$ cat src/rtl/gmii_rx_unpack48_if.sv
// GMII receive pins and FIFO write side of the payload unpacker.
// The master drives the line and reads the FIFO port; the slave is the unpacker.
interface gmii_rx_unpack48_if;
    logic [7:0]  rxd;
    logic        rx_dv;
    logic        rx_er;
    logic        fifo_full;
    logic [47:0] din;
    logic        wr_en;

    modport master (
        output rxd, rx_dv, rx_er, fifo_full,
        input  din, wr_en
    );

    modport slave (
        input  rxd, rx_dv, rx_er, fifo_full,
        output din, wr_en
    );
endinterface

$ cat src/rtl/gmii_rx_unpack48.sv
// GMII frame filter: strips preamble/headers and packs payload into 48-bit
// FIFO words, counting accepted, dropped and overflowed traffic.
module gmii_rx_unpack48 #(
    parameter logic [47:0] MAC_ADDR  = 48'h00_0A_35_00_00_01,
    parameter logic [15:0] ETHERTYPE = 16'h88B5,
    parameter int          MAX_WORDS = 250
) (
    input  logic               rx_clk,
    input  logic               sys_rst_n,
    gmii_rx_unpack48_if.slave  bus,
    output logic [15:0]        frame_cnt,
    output logic [15:0]        drop_cnt,
    output logic [15:0]        ovf_cnt
);

    typedef enum logic [2:0] {
        S_IDLE, S_PRE, S_HDR, S_LEN, S_PAY, S_DRAIN
    } state_t;

    state_t      state, state_d;
    logic [3:0]  idx, idx_d;
    logic [7:0]  wcnt, wcnt_d;
    logic [7:0]  len, len_d;
    logic [47:0] pack, pack_d;
    logic [47:0] din_q, din_d;
    logic        wr_q, wr_d;
    logic        frame_inc, drop_inc, ovf_inc;
    logic [47:0] shifted;

    assign shifted = {pack[39:0], bus.rxd};
    assign bus.din = din_q;
    assign bus.wr_en = wr_q;

    always_ff @(posedge rx_clk or negedge sys_rst_n) begin
        if (!sys_rst_n) begin
            state     <= S_IDLE;
            idx       <= '0;
            wcnt      <= '0;
            len       <= '0;
            pack      <= '0;
            din_q     <= '0;
            wr_q      <= 1'b0;
            frame_cnt <= '0;
            drop_cnt  <= '0;
            ovf_cnt   <= '0;
        end else begin
            state <= state_d;
            idx   <= idx_d;
            wcnt  <= wcnt_d;
            len   <= len_d;
            pack  <= pack_d;
            din_q <= din_d;
            wr_q  <= wr_d;
            if (frame_inc) frame_cnt <= frame_cnt + 16'd1;
            if (drop_inc)  drop_cnt  <= drop_cnt + 16'd1;
            if (ovf_inc)   ovf_cnt   <= ovf_cnt + 16'd1;
        end
    end

    always_comb begin
        state_d   = state;
        idx_d     = idx;
        wcnt_d    = wcnt;
        len_d     = len;
        pack_d    = pack;
        din_d     = din_q;
        wr_d      = 1'b0;
        frame_inc = 1'b0;
        drop_inc  = 1'b0;
        ovf_inc   = 1'b0;
        unique case (state)
            S_IDLE: begin
                if (bus.rx_dv)
                    state_d = (bus.rxd == 8'h55) ? S_PRE : S_DRAIN;
            end
            S_PRE: begin
                if (!bus.rx_dv) begin
                    state_d = S_IDLE;
                end else if (bus.rxd == 8'hD5) begin
                    state_d = S_HDR;
                    idx_d   = '0;
                end else if (bus.rxd != 8'h55) begin
                    state_d = S_DRAIN;
                end
            end
            S_HDR, S_LEN, S_PAY: begin
                // Aborts drop any partially packed word with the frame.
                if (!bus.rx_dv) begin
                    state_d  = S_IDLE;
                    drop_inc = 1'b1;
                end else if (bus.rx_er) begin
                    state_d  = S_DRAIN;
                    drop_inc = 1'b1;
                end else begin
                    pack_d = shifted;
                    idx_d  = idx + 4'd1;
                    if (state == S_HDR) begin
                        if (idx == 4'd5 && shifted != MAC_ADDR &&
                            shifted != 48'hFFFF_FFFF_FFFF) begin
                            state_d  = S_DRAIN;
                            drop_inc = 1'b1;
                        end else if (idx == 4'd13) begin
                            if (shifted[15:0] != ETHERTYPE) begin
                                state_d  = S_DRAIN;
                                drop_inc = 1'b1;
                            end else begin
                                state_d = S_LEN;
                                idx_d   = '0;
                            end
                        end
                    end else if (state == S_LEN) begin
                        if (idx == 4'd1) begin
                            if (shifted[15:0] == 16'd0 ||
                                shifted[15:0] > 16'(MAX_WORDS)) begin
                                state_d  = S_DRAIN;
                                drop_inc = 1'b1;
                            end else begin
                                state_d = S_PAY;
                                idx_d   = '0;
                                wcnt_d  = '0;
                                len_d   = shifted[7:0];
                            end
                        end
                    end else if (idx == 4'd5) begin
                        idx_d   = '0;
                        din_d   = shifted;
                        wr_d    = !bus.fifo_full;
                        ovf_inc = bus.fifo_full;
                        wcnt_d  = wcnt + 8'd1;
                        if (wcnt + 8'd1 == len) begin
                            state_d   = S_DRAIN;
                            frame_inc = 1'b1;
                        end
                    end
                end
            end
            S_DRAIN: begin
                if (!bus.rx_dv) state_d = S_IDLE;
            end
            default: state_d = S_IDLE;
        endcase
    end

endmodule

$ cat src/flat_wrapper.sv
// flat-port wrapper written by rule: the top's interface ports become plain ports
module gmii_rx_unpack48_flat 
#(
    parameter logic [47:0] MAC_ADDR  = 48'h00_0A_35_00_00_01,
    parameter logic [15:0] ETHERTYPE = 16'h88B5,
    parameter int          MAX_WORDS = 250
)
  (rx_clk, sys_rst_n, frame_cnt, drop_cnt, ovf_cnt, bus_rxd, bus_rx_dv, bus_rx_er, bus_fifo_full, bus_din, bus_wr_en);
  gmii_rx_unpack48_if bus_i ();
  input  logic rx_clk;
  input  logic sys_rst_n;
  output logic [15:0] frame_cnt;
  output logic [15:0] drop_cnt;
  output logic [15:0] ovf_cnt;
  input wire logic [$bits(bus_i.rxd)-1:0] bus_rxd;
  input wire logic [$bits(bus_i.rx_dv)-1:0] bus_rx_dv;
  input wire logic [$bits(bus_i.rx_er)-1:0] bus_rx_er;
  input wire logic [$bits(bus_i.fifo_full)-1:0] bus_fifo_full;
  output wire logic [$bits(bus_i.din)-1:0] bus_din;
  output wire logic [$bits(bus_i.wr_en)-1:0] bus_wr_en;
  assign bus_i.rxd = bus_rxd;
  assign bus_i.rx_dv = bus_rx_dv;
  assign bus_i.rx_er = bus_rx_er;
  assign bus_i.fifo_full = bus_fifo_full;
  assign bus_din = bus_i.din;
  assign bus_wr_en = bus_i.wr_en;
  gmii_rx_unpack48 #(.MAC_ADDR(MAC_ADDR), .ETHERTYPE(ETHERTYPE), .MAX_WORDS(MAX_WORDS)) u_core (.rx_clk(rx_clk), .sys_rst_n(sys_rst_n), .bus(bus_i), .frame_cnt(frame_cnt), .drop_cnt(drop_cnt), .ovf_cnt(ovf_cnt));
endmodule
$ cat config.mk
export PLATFORM = sky130hd
export DESIGN_NAME = gmii_rx_unpack48_flat
export DESIGN_NICKNAME = d
export VERILOG_FILES = /design/src/rtl/gmii_rx_unpack48_if.sv /design/src/rtl/gmii_rx_unpack48.sv /design/src/flat_wrapper.sv
export SDC_FILE = /design/constraint.sdc
export NUM_CORES = 1
export LEC_CHECK = 0
export CORE_ASPECT_RATIO = 1.75
export CORE_MARGIN = 2
export CORE_UTILIZATION = 59
export DETAILED_ROUTE_END_ITERATION = 12
export GPL_TIMING_DRIVEN = 0
export PLACE_DENSITY = 0.86
export SETUP_SLACK_MARGIN = 0.2
export SLEW_MARGIN = 30
export SYNTH_ARGS = -nofsm -noshare
export SYNTH_HDL_FRONTEND = slang
export SYNTH_SLANG_ARGS = --single-unit
$ cat constraint.sdc
create_clock -name rx_clk -period 6.8 [get_ports rx_clk]
set_input_delay 1.36 -clock rx_clk [delete_from_list [all_inputs] [get_ports rx_clk]]
set_output_delay 1.36 -clock rx_clk [all_outputs]
set_load 0.03 [all_outputs]
==> results of run 1 <==
==> flip-flops by register name (all words and copies together), names as in the netlist <==
| register | flops |
|---|---|
| u_core.idx | 4 |
| u_core.pack | 40 |
| u_core.drop_cnt | 16 |
| u_core.ovf_cnt | 16 |
| u_core.state | 3 |
| u_core.wcnt | 8 |
| u_core.bus.wr_en | 1 |
| u_core.bus.din | 48 |
| u_core.frame_cnt | 16 |
| u_core.len | 8 |
==> placed cells by master, fill, tap and decap left out, drive strengths merged, types with 3 or more instances in the layout <==
cell type      netlist  layout
inv                  8      16
xor2                26      26
and2                 4       4
nor3                23      23
clkbuf              23      41
xnor2               27      27
nand4               23      23
nor3b                3       3
nor4                13      13
or4                  4       4
o31ai                8       8
mux2                13      13
bufinv               0       4
nand4b               6       6
o311ai               3       3
dfrtp              160     160
buf                  7       9
clkdlybuf4s50        0     106
a21oi                8       8
nor4b                3       3
and4                 3       3
o21ai               20      20
or3                  8       8
nor2                23      23
ha                   6       6
nand2b               4       4
nand3               20      20
nor2b                4       4
nand2              301     301
and3                13      13
==> worst max-delay path: stages <==
cell                              delay (ns)
sky130_fd_sc_hd__clkdlybuf4s50_1        0.66
sky130_fd_sc_hd__nand2b_1               0.24
sky130_fd_sc_hd__nor4_4                 0.84
sky130_fd_sc_hd__and2_0                 0.22
sky130_fd_sc_hd__buf_2                  0.16
sky130_fd_sc_hd__nand4_1                0.19
sky130_fd_sc_hd__nor2_2                 0.26
sky130_fd_sc_hd__nand3_1                0.13
sky130_fd_sc_hd__xnor2_1                0.14
==> per-layer routing <==
| layer | share of wire | track usage | vias to the layer above |
|---|---|---|---|
| met2 | 0.55 | 0.505 | 243 |
| met1 | 0.37 | 0.336 | 3002 |
| met5 | 0 | 0 | - |
| met3 | 0.047 | 0.0511 | 64 |
| met4 | 0.037 | 0.122 | 0 |
| li1 | - | - | 2884 |
==> where the power goes <==
| group | internal, mW | leakage, nW | total [mW] | switching, mW |
|---|---|---|---|---|
| Clock | 0.638 | 0.322 | 1.05 | 0.415 |
| Combinational | 0.297 | 1.96 | 0.760 | 0.463 |
| Sequential | 1.13 | 2.15 | 1.37 | 0.237 |
==> metrics by stage <==
stage	instance area (um2)	utilization	worst slack (ns)	power [mW]
after floorplan	7390	-	3.38	1.80
after global placement	8670	0.701	-2.00	2.08
after detailed placement	8700	0.704	2.50	2.11
after CTS	9350	0.756	2.93	3.17
after global routing	9360	0.757	2.75	3.32
final	9360	0.757	2.91	3.18
==> path summary, 6_finish.rpt <==
kind	depth (start not counted)	startpoint	end
worst max-delay path	9	bus_rx_dv	u_core.ovf_cnt[9]$_DFFE_PN0P_
min in group asynchronous	1	sys_rst_n	u_core.bus.din[16]$_DFFE_PN0P_
max in group asynchronous	2	sys_rst_n	u_core.drop_cnt[6]$_DFFE_PN0P_
worst min-delay path	1	u_core.frame_cnt[15]$_DFFE_PN0P_	u_core.frame_cnt[15]$_DFFE_PN0P_
worst min register to register	1	u_core.frame_cnt[15]$_DFFE_PN0P_	u_core.frame_cnt[15]$_DFFE_PN0P_
worst max register to register	8	u_core.wcnt[0]$_DFFE_PN0P_	u_core.state[0]$_DFFE_PN0P_
==> logic make-up (layout without fill, tap and decap cells) <==
group | count (synthesis) | after routing | synth area share
simple gates | 462 | 462 | 0.297
fa+ha+maj | 6 | 6 | 0.0102
mux | 13 | 13 | 0.0198
flops | 160 | 160 | 0.542
compound gates | 51 | 51 | 0.0461
buf+inv | 38 | 178 | 0.0222
xor+xnor | 53 | 53 | 0.0629
==> layout make-up <==
class	count	area, um2	share of cell area
Inverter	8	30.0	0.00321
Multi-Input combinational cell	585	3220	0.345
Sequential cell	160	4000	0.428
Clock inverter	14	211	0.0226
Timing Repair Buffer	108	1100	0.118
Tap cell	168	210	0.0225
Buffer	30	134	0.0143
Clock buffer	18	439	0.0469
==> synth_stat cells, drive strengths merged, types with 2 or more instances <==
| library cell | n |
|---|---|
| a21oi | 8 |
| and2 | 4 |
| and3 | 13 |
| and4 | 3 |
| buf | 7 |
| clkbuf | 23 |
| dfrtp | 160 |
| ha | 6 |
| inv | 8 |
| mux2 | 13 |
| nand2 | 301 |
| nand2b | 4 |
| nand3 | 20 |
| nand4 | 23 |
| nand4b | 6 |
| nor2 | 23 |
| nor2b | 4 |
| nor3 | 23 |
| nor3b | 3 |
| nor4 | 13 |
| nor4b | 3 |
| o21ai | 20 |
| o311ai | 3 |
| o31ai | 8 |
| or3 | 8 |
| or3b | 2 |
| or4 | 4 |
| xnor2 | 27 |
| xor2 | 26 |
==> load_flow_metrics.sql, run 1 <==
INSERT INTO impl_metrics (metric_group, metric, value, unit) VALUES
('status', 'outcome', 'finished, final reports clean', ''),
('clocking', 'cts_resized', '0', ''),
('clocking', 'clockRootBuffer', 'sky130_fd_sc_hd__clkbuf_16', ''),
('sta', 'worst-slew-pin-transition', '0.941', 'ns'),
('logic_synthesis', 'cell_types_with_the_largest_area_share_after_synthesis', 'sky130_fd_sc_hd__dfrtp_1 (54%), sky130_fd_sc_hd__nand2_1 (15%), sky130_fd_sc_hd__xnor2_1 (3.2%)', ''),
('layout', 'antenna-diode-count', '0', ''),
('floorplanning', 'io_pins', '110', ''),
('logic_synthesis', 'ys_types', '59', ''),
('layout', 'layout.nets', '929', ''),
('logic_synthesis', 'synthesized_netlist_net_count', '802', ''),
('sta', 'timing.setup.tns', '0', 'ns'),
('place', 'numPlacedInstances', '1059', ''),
('layout', 'layoutNonFillerInstCount', '1091', ''),
('floorplanning', 'std_cell_rows', '54', ''),
('floorplanning', 'die_extent_in_x', '88.6', 'um'),
('worst_setup_path', 'crit_required', '7.10', 'ns'),
('floorplanning', 'design.die.area', '13500', 'um2'),
('place', 'gp_routability_congestion', '0.905', ''),
('worst_setup_path', 'crit_type', 'in -> reg', ''),
('clocking', 'clock_tree.buffer_depth', '2', ''),
('logic_synthesis', 'count_of_flip_flops_with_a_built_in_enable_after_synthesis', '0', ''),
('sta', 'unrepaired_setup_endpoints_after_global_routing', 'false', ''),
('worst_setup_path', 'reg2reg_setup_slack', '3.70', 'ns'),
('job', 'maxCapViolations', '0', ''),
('detailed_routing', 'drt_drc_violations_left', '0', ''),
('grt', 'grt_antenna_before_repair', '0', ''),
('power', 'ir_worst_vdd', '0.225', 'mV'),
('sta', 'hold_viol', '0', ''),
('sta', 'layout_min_cycle_time', '3.89', 'ns'),
('place', 'hpwl', '12500', 'um'),
('logic_synthesis', 'count_of_synthesis_stage_warnings_from_yosys', '0', ''),
('worst_setup_path', 'cp.arrival', '4.20', 'ns'),
('clocking', 'numClockSinks', '160', ''),
('clocking', 'post_cts_hold_buffer_count', '0', ''),
('sta', 'max_clock_freq', '0.257', 'GHz'),
('power', 'power-per-cell-area', '340', 'nW/um2'),
('sta', 'headroom_to_the_max_slew_limit', '0.365', ''),
('detailed_routing', 'route.antenna.remaining_nets', '0', ''),
('sta', 'finalClockSkew', '0.00952', 'ns'),
('detailed_routing', 'vias', '6193', ''),
('layout', 'synthToLayoutAreaGrowth', '26.7', '%'),
('detailed_routing', 'dr.pass1.iters', '5', ''),
('clocking', 'tritoncts.num_buffers', '17', ''),
('floorplanning', 'initial_utilization', '0.597', ''),
('clocking', 'htree_levels', '4', ''),
('detailed_routing', 'vias_per_cell', '5.68', ''),
('clocking', 'cts_setup_buffers', '0', ''),
('layout', 'layout.filler_cells', '867', ''),
('layout', 'drive_above_1_share', '0.0780', ''),
('detailed_routing', 'route.final.wire_length', '18200', 'um'),
('detailed_routing', 'detailedRoute.firstIterationViolations', '561', ''),
('power', 'static-leakage-power', '4.43', 'nW'),
('logic_synthesis', 'synth_cells', '783', ''),
('logic_synthesis', 'synth.largest_area_cell', 'sky130_fd_sc_hd__dfrtp_1', ''),
('grt', 'grt_util_all_layers', '0.288', ''),
('grt', 'pin_count_of_the_biggest_net_entering_global_routing', '82', ''),
('grt', 'grt_first_pass_wirelength', '30300', 'um'),
('logic_synthesis', 'async_flop_share', '1.00', ''),
('grt', 'globalRoute.totalOverflow', '0', ''),
('clocking', 'cts_tree', 'built', ''),
('logic_synthesis', 'synth-seq-cells', '160', ''),
('logic_synthesis', 'synth_top_flop_cell', 'sky130_fd_sc_hd__dfrtp_1', ''),
('worst_setup_path', 'path_max_fanout', '10', ''),
('grt', 'via_count_of_the_first_global_routing_pass', '6102', ''),
('floorplanning', 'dieHeight', '152', 'um'),
('worst_setup_path', 'endpoint_class_of_the_critical_path', 'flip-flop', ''),
('sta', 'slew_viol_final', '0', ''),
('sta', 'holdWs', '0.463', 'ns'),
('logic_synthesis', 'area_share_of_the_largest_cell_type_after_synthesis', '0.542', ''),
('clocking', 'path_clk_slew', '0.06', 'ns'),
('sta', 'min_period_over_period', '0.572', ''),
('logic_synthesis', 'mappedNetlistArea', '7390', 'um2'),
('place', 'io_buffer_count', '107', ''),
('detailed_routing', 'detail_route.wl_per_cell', '16.7', 'um'),
('clocking', 'later_pin_clock_latency_in_the_skew_report', '0.43', 'ns'),
('logic_synthesis', 'post_synth.cell_area_avg', '9.43', 'um2'),
('worst_setup_path', 'worstSetupStartpointType', 'input port', ''),
('min_path', 'hold_path_class', 'reg -> reg', ''),
('floorplanning', 'fp.coreArea', '12400', 'um2'),
('sta', 'setup-violations-final', '0', ''),
('logic_synthesis', 'synth_seq_area_share', '0.542', '');
Note: power is estimated with default switching activity, not from simulation.
==> run 2, diff against run 1 <==
--- a/config.mk
+++ b/config.mk
@@ -7,10 +7,10 @@
 export LEC_CHECK = 0
 export CORE_ASPECT_RATIO = 1.75
 export CORE_MARGIN = 2
-export CORE_UTILIZATION = 59
+export CORE_UTILIZATION = 54
 export DETAILED_ROUTE_END_ITERATION = 12
 export GPL_TIMING_DRIVEN = 0
-export PLACE_DENSITY = 0.86
+export PLACE_DENSITY = 0.8
 export SETUP_SLACK_MARGIN = 0.2
 export SLEW_MARGIN = 30
 export SYNTH_ARGS = -nofsm -noshare
==> constraint.sdc (replaced) <==
create_clock -name rx_clk -period 4 [get_ports rx_clk]
set_input_delay 0.8 -clock rx_clk [delete_from_list [all_inputs] [get_ports rx_clk]]
set_output_delay 0.8 -clock rx_clk [all_outputs]
set_load 0.03 [all_outputs]
==> load_flow_metrics.sql, run 2 (synthesis results as in run 1) <==
INSERT INTO impl_metrics (metric_group, metric, value, unit) VALUES
('floorplanning', 'std_cell_rows', '56', ''),
('detailed_routing', 'route.antenna.remaining_nets', '0', ''),
('power', 'power-per-cell-area', '552', 'nW/um2'),
('clocking', 'tritoncts.num_buffers', '17', ''),
('power', 'static-leakage-power', '4.40', 'nW'),
('floorplanning', 'dieHeight', '159', 'um'),
('clocking', 'clock_tree.buffer_depth', '2', ''),
('sta', 'finalClockSkew', '0.0150', 'ns'),
('clocking', 'cts_tree', 'built', ''),
('status', 'outcome', 'finished, final reports clean', ''),
('grt', 'pin_count_of_the_biggest_net_entering_global_routing', '67', ''),
('floorplanning', 'fp.coreArea', '13400', 'um2'),
('clocking', 'path_clk_slew', '0.07', 'ns'),
('place', 'placement.cell_area', '8730', 'um2'),
('detailed_routing', 'route.final.wire_length', '18000', 'um'),
('worst_setup_path', 'worstSetupStartpointType', 'input port', ''),
('detailed_routing', 'detailedRoute.firstIterationViolations', '359', ''),
('grt', 'via_count_of_the_first_global_routing_pass', '6137', ''),
('worst_setup_path', 'crit_type', 'in -> reg', ''),
('place', 'numPlacedInstances', '1066', ''),
('clocking', 'numClockSinks', '160', ''),
('layout', 'final_area', '9280', 'um2'),
('layout', 'final_common_cell', 'sky130_fd_sc_hd__nand2_1', ''),
('power', 'post-layout-total-power', '5.12', 'mW'),
('worst_setup_path', 'endpoint_class_of_the_critical_path', 'flip-flop', ''),
('clocking', 'cts_setup_buffers', '0', ''),
('grt', 'globalRoute.totalOverflow', '0', ''),
('sta', 'max_clock_freq', '0.300', 'GHz'),
('place', 'io_buffer_count', '107', ''),
('floorplanning', 'die_extent_in_x', '92.4', 'um'),
('sta', 'hold_viol', '0', ''),
('sta', 'min_period_over_period', '0.834', ''),
('place', 'gp_routability_congestion', '0.860', ''),
('clocking', 'htree_levels', '4', ''),
('worst_setup_path', 'crit_path_cell_trace', 'clkdlybuf4s50_1 > nand4_1 > or4_4 > nor4_4 > nor4b_1 > nor4b_4 > buf_6 > mux2_1', ''),
('floorplanning', 'design.die.area', '14700', 'um2'),
('layout', 'drive_above_1_share', '0.0758', ''),
('layout', 'layout.nets', '930', ''),
('layout', 'synthToLayoutAreaGrowth', '25.6', '%'),
('detailed_routing', 'detail_route.wl_per_cell', '16.4', 'um'),
('layout', 'multi_input_area', '3220', 'um2'),
('detailed_routing', 'dr.pass1.iters', '6', ''),
('clocking', 'post_cts_hold_buffer_count', '0', ''),
('detailed_routing', 'vias_per_cell', '5.59', ''),
('sta', 'timing.setup.tns', '0', 'ns'),
('worst_setup_path', 'crit_required', '4.30', 'ns'),
('worst_setup_path', 'cp_top_family', 'simple AND/OR/NAND/NOR gates', ''),
('place', 'hpwl', '12700', 'um'),
('grt', 'grt_antenna_before_repair', '0', ''),
('clocking', 'later_pin_clock_latency_in_the_skew_report', '0.43', 'ns'),
('worst_setup_path', 'critical-path-slowest-cell', 'sky130_fd_sc_hd__clkdlybuf4s50_1', ''),
('power', 'ir_worst_vdd', '0.335', 'mV'),
('floorplanning', 'io_pins', '110', ''),
('grt', 'grt_util_all_layers', '0.260', ''),
('layout', 'largest_reg_flops', '48', ''),
('floorplanning', 'initial_utilization', '0.552', ''),
('worst_setup_path', 'cp_slowest_stage_delay', '0.66', 'ns'),
('sta', 'slew_viol_final', '0', ''),
('min_path', 'hold_path_class', 'in -> async', ''),
('sta', 'setup-violations-final', '0', ''),
('clocking', 'clockRootBuffer', 'sky130_fd_sc_hd__clkbuf_16', ''),
('job', 'maxCapViolations', '0', ''),
('layout', 'sequential_cell_area', '4000', 'um2'),
('worst_setup_path', 'reg2reg_setup_slack', '0.95', 'ns'),
('sta', 'layout_min_cycle_time', '3.34', 'ns'),
('worst_setup_path', 'path_max_fanout', '10', ''),
('grt', 'grt_first_pass_wirelength', '30500', 'um'),
('sta', 'unrepaired_setup_endpoints_after_global_routing', 'false', ''),
('worst_setup_path', 'cp.arrival', '3.64', 'ns'),
('layout', 'layoutNonFillerInstCount', '1098', ''),
('sta', 'headroom_to_the_max_slew_limit', '0.321', ''),
('layout', 'layout.filler_cells', '1049', ''),
('detailed_routing', 'drt_drc_violations_left', '0', ''),
('detailed_routing', 'vias', '6136', ''),
('clocking', 'cts_resized', '0', ''),
('layout', 'final_cell_mix', 'sky130_fd_sc_hd__nand2_1 (301), sky130_fd_sc_hd__dfrtp_1 (160), sky130_fd_sc_hd__clkdlybuf4s50_1 (106), sky130_fd_sc_hd__xnor2_1 (27), sky130_fd_sc_hd__xor2_1 (26)', ''),
('worst_setup_path', 'path_buf_inv', '2', ''),
('sta', 'worst-slew-pin-transition', '1.00', 'ns'),
('layout', 'antenna-diode-count', '0', '');
[run 2: layout make-up]
type	instances	share of cell area
Clock inverter	12	0.0105
Multi-Input combinational cell	585	0.347
Buffer	30	0.0144
Tap cell	174	0.0235
Sequential cell	160	0.431
Timing Repair Buffer	109	0.122
Inverter	8	0.00324
Clock buffer	20	0.0481
[run 2: metal layers]
layer	GRT usage	up-vias	wire length, um
met3	0.0441	53	684
met1	0.298	2991	6750
met2	0.464	202	9860
met4	0.121	0	690
li1	-	2890	-
met5	0	-	0
[run 2: power breakdown]
part           internal [mW]  switching [mW]
registers               1.92           0.410
clock network          0.827           0.694
logic                  0.506           0.765
total                   3.26            1.87
[run 2: path summary, 6_finish.rpt]
path,startpoint,to,depth (start not counted)
setup reg to reg,u_core.wcnt[0]$_DFFE_PN0P_,u_core.state[0]$_DFFE_PN0P_,8
hold reg to reg,u_core.drop_cnt[15]$_DFFE_PN0P_,u_core.drop_cnt[15]$_DFFE_PN0P_,1
setup / recovery,bus_rxd[2],u_core.drop_cnt[1]$_DFFE_PN0P_,8
hold / removal,sys_rst_n,u_core.bus.din[0]$_DFFE_PN0P_,1
max in group asynchronous,sys_rst_n,u_core.drop_cnt[5]$_DFFE_PN0P_,3
min in group rx_clk,u_core.drop_cnt[15]$_DFFE_PN0P_,u_core.drop_cnt[15]$_DFFE_PN0P_,1
[run 2: per-stage QoR]
step	setup WS, ns	util	hold slack, ns
floorplan	1.14	-	0.470
global route	0.527	0.693	0.257
CTS	0.673	0.693	0.249
global placement	-4.36	0.648	0.455
detailed placement	0.243	0.653	0.460
finish	0.663	0.693	0.241
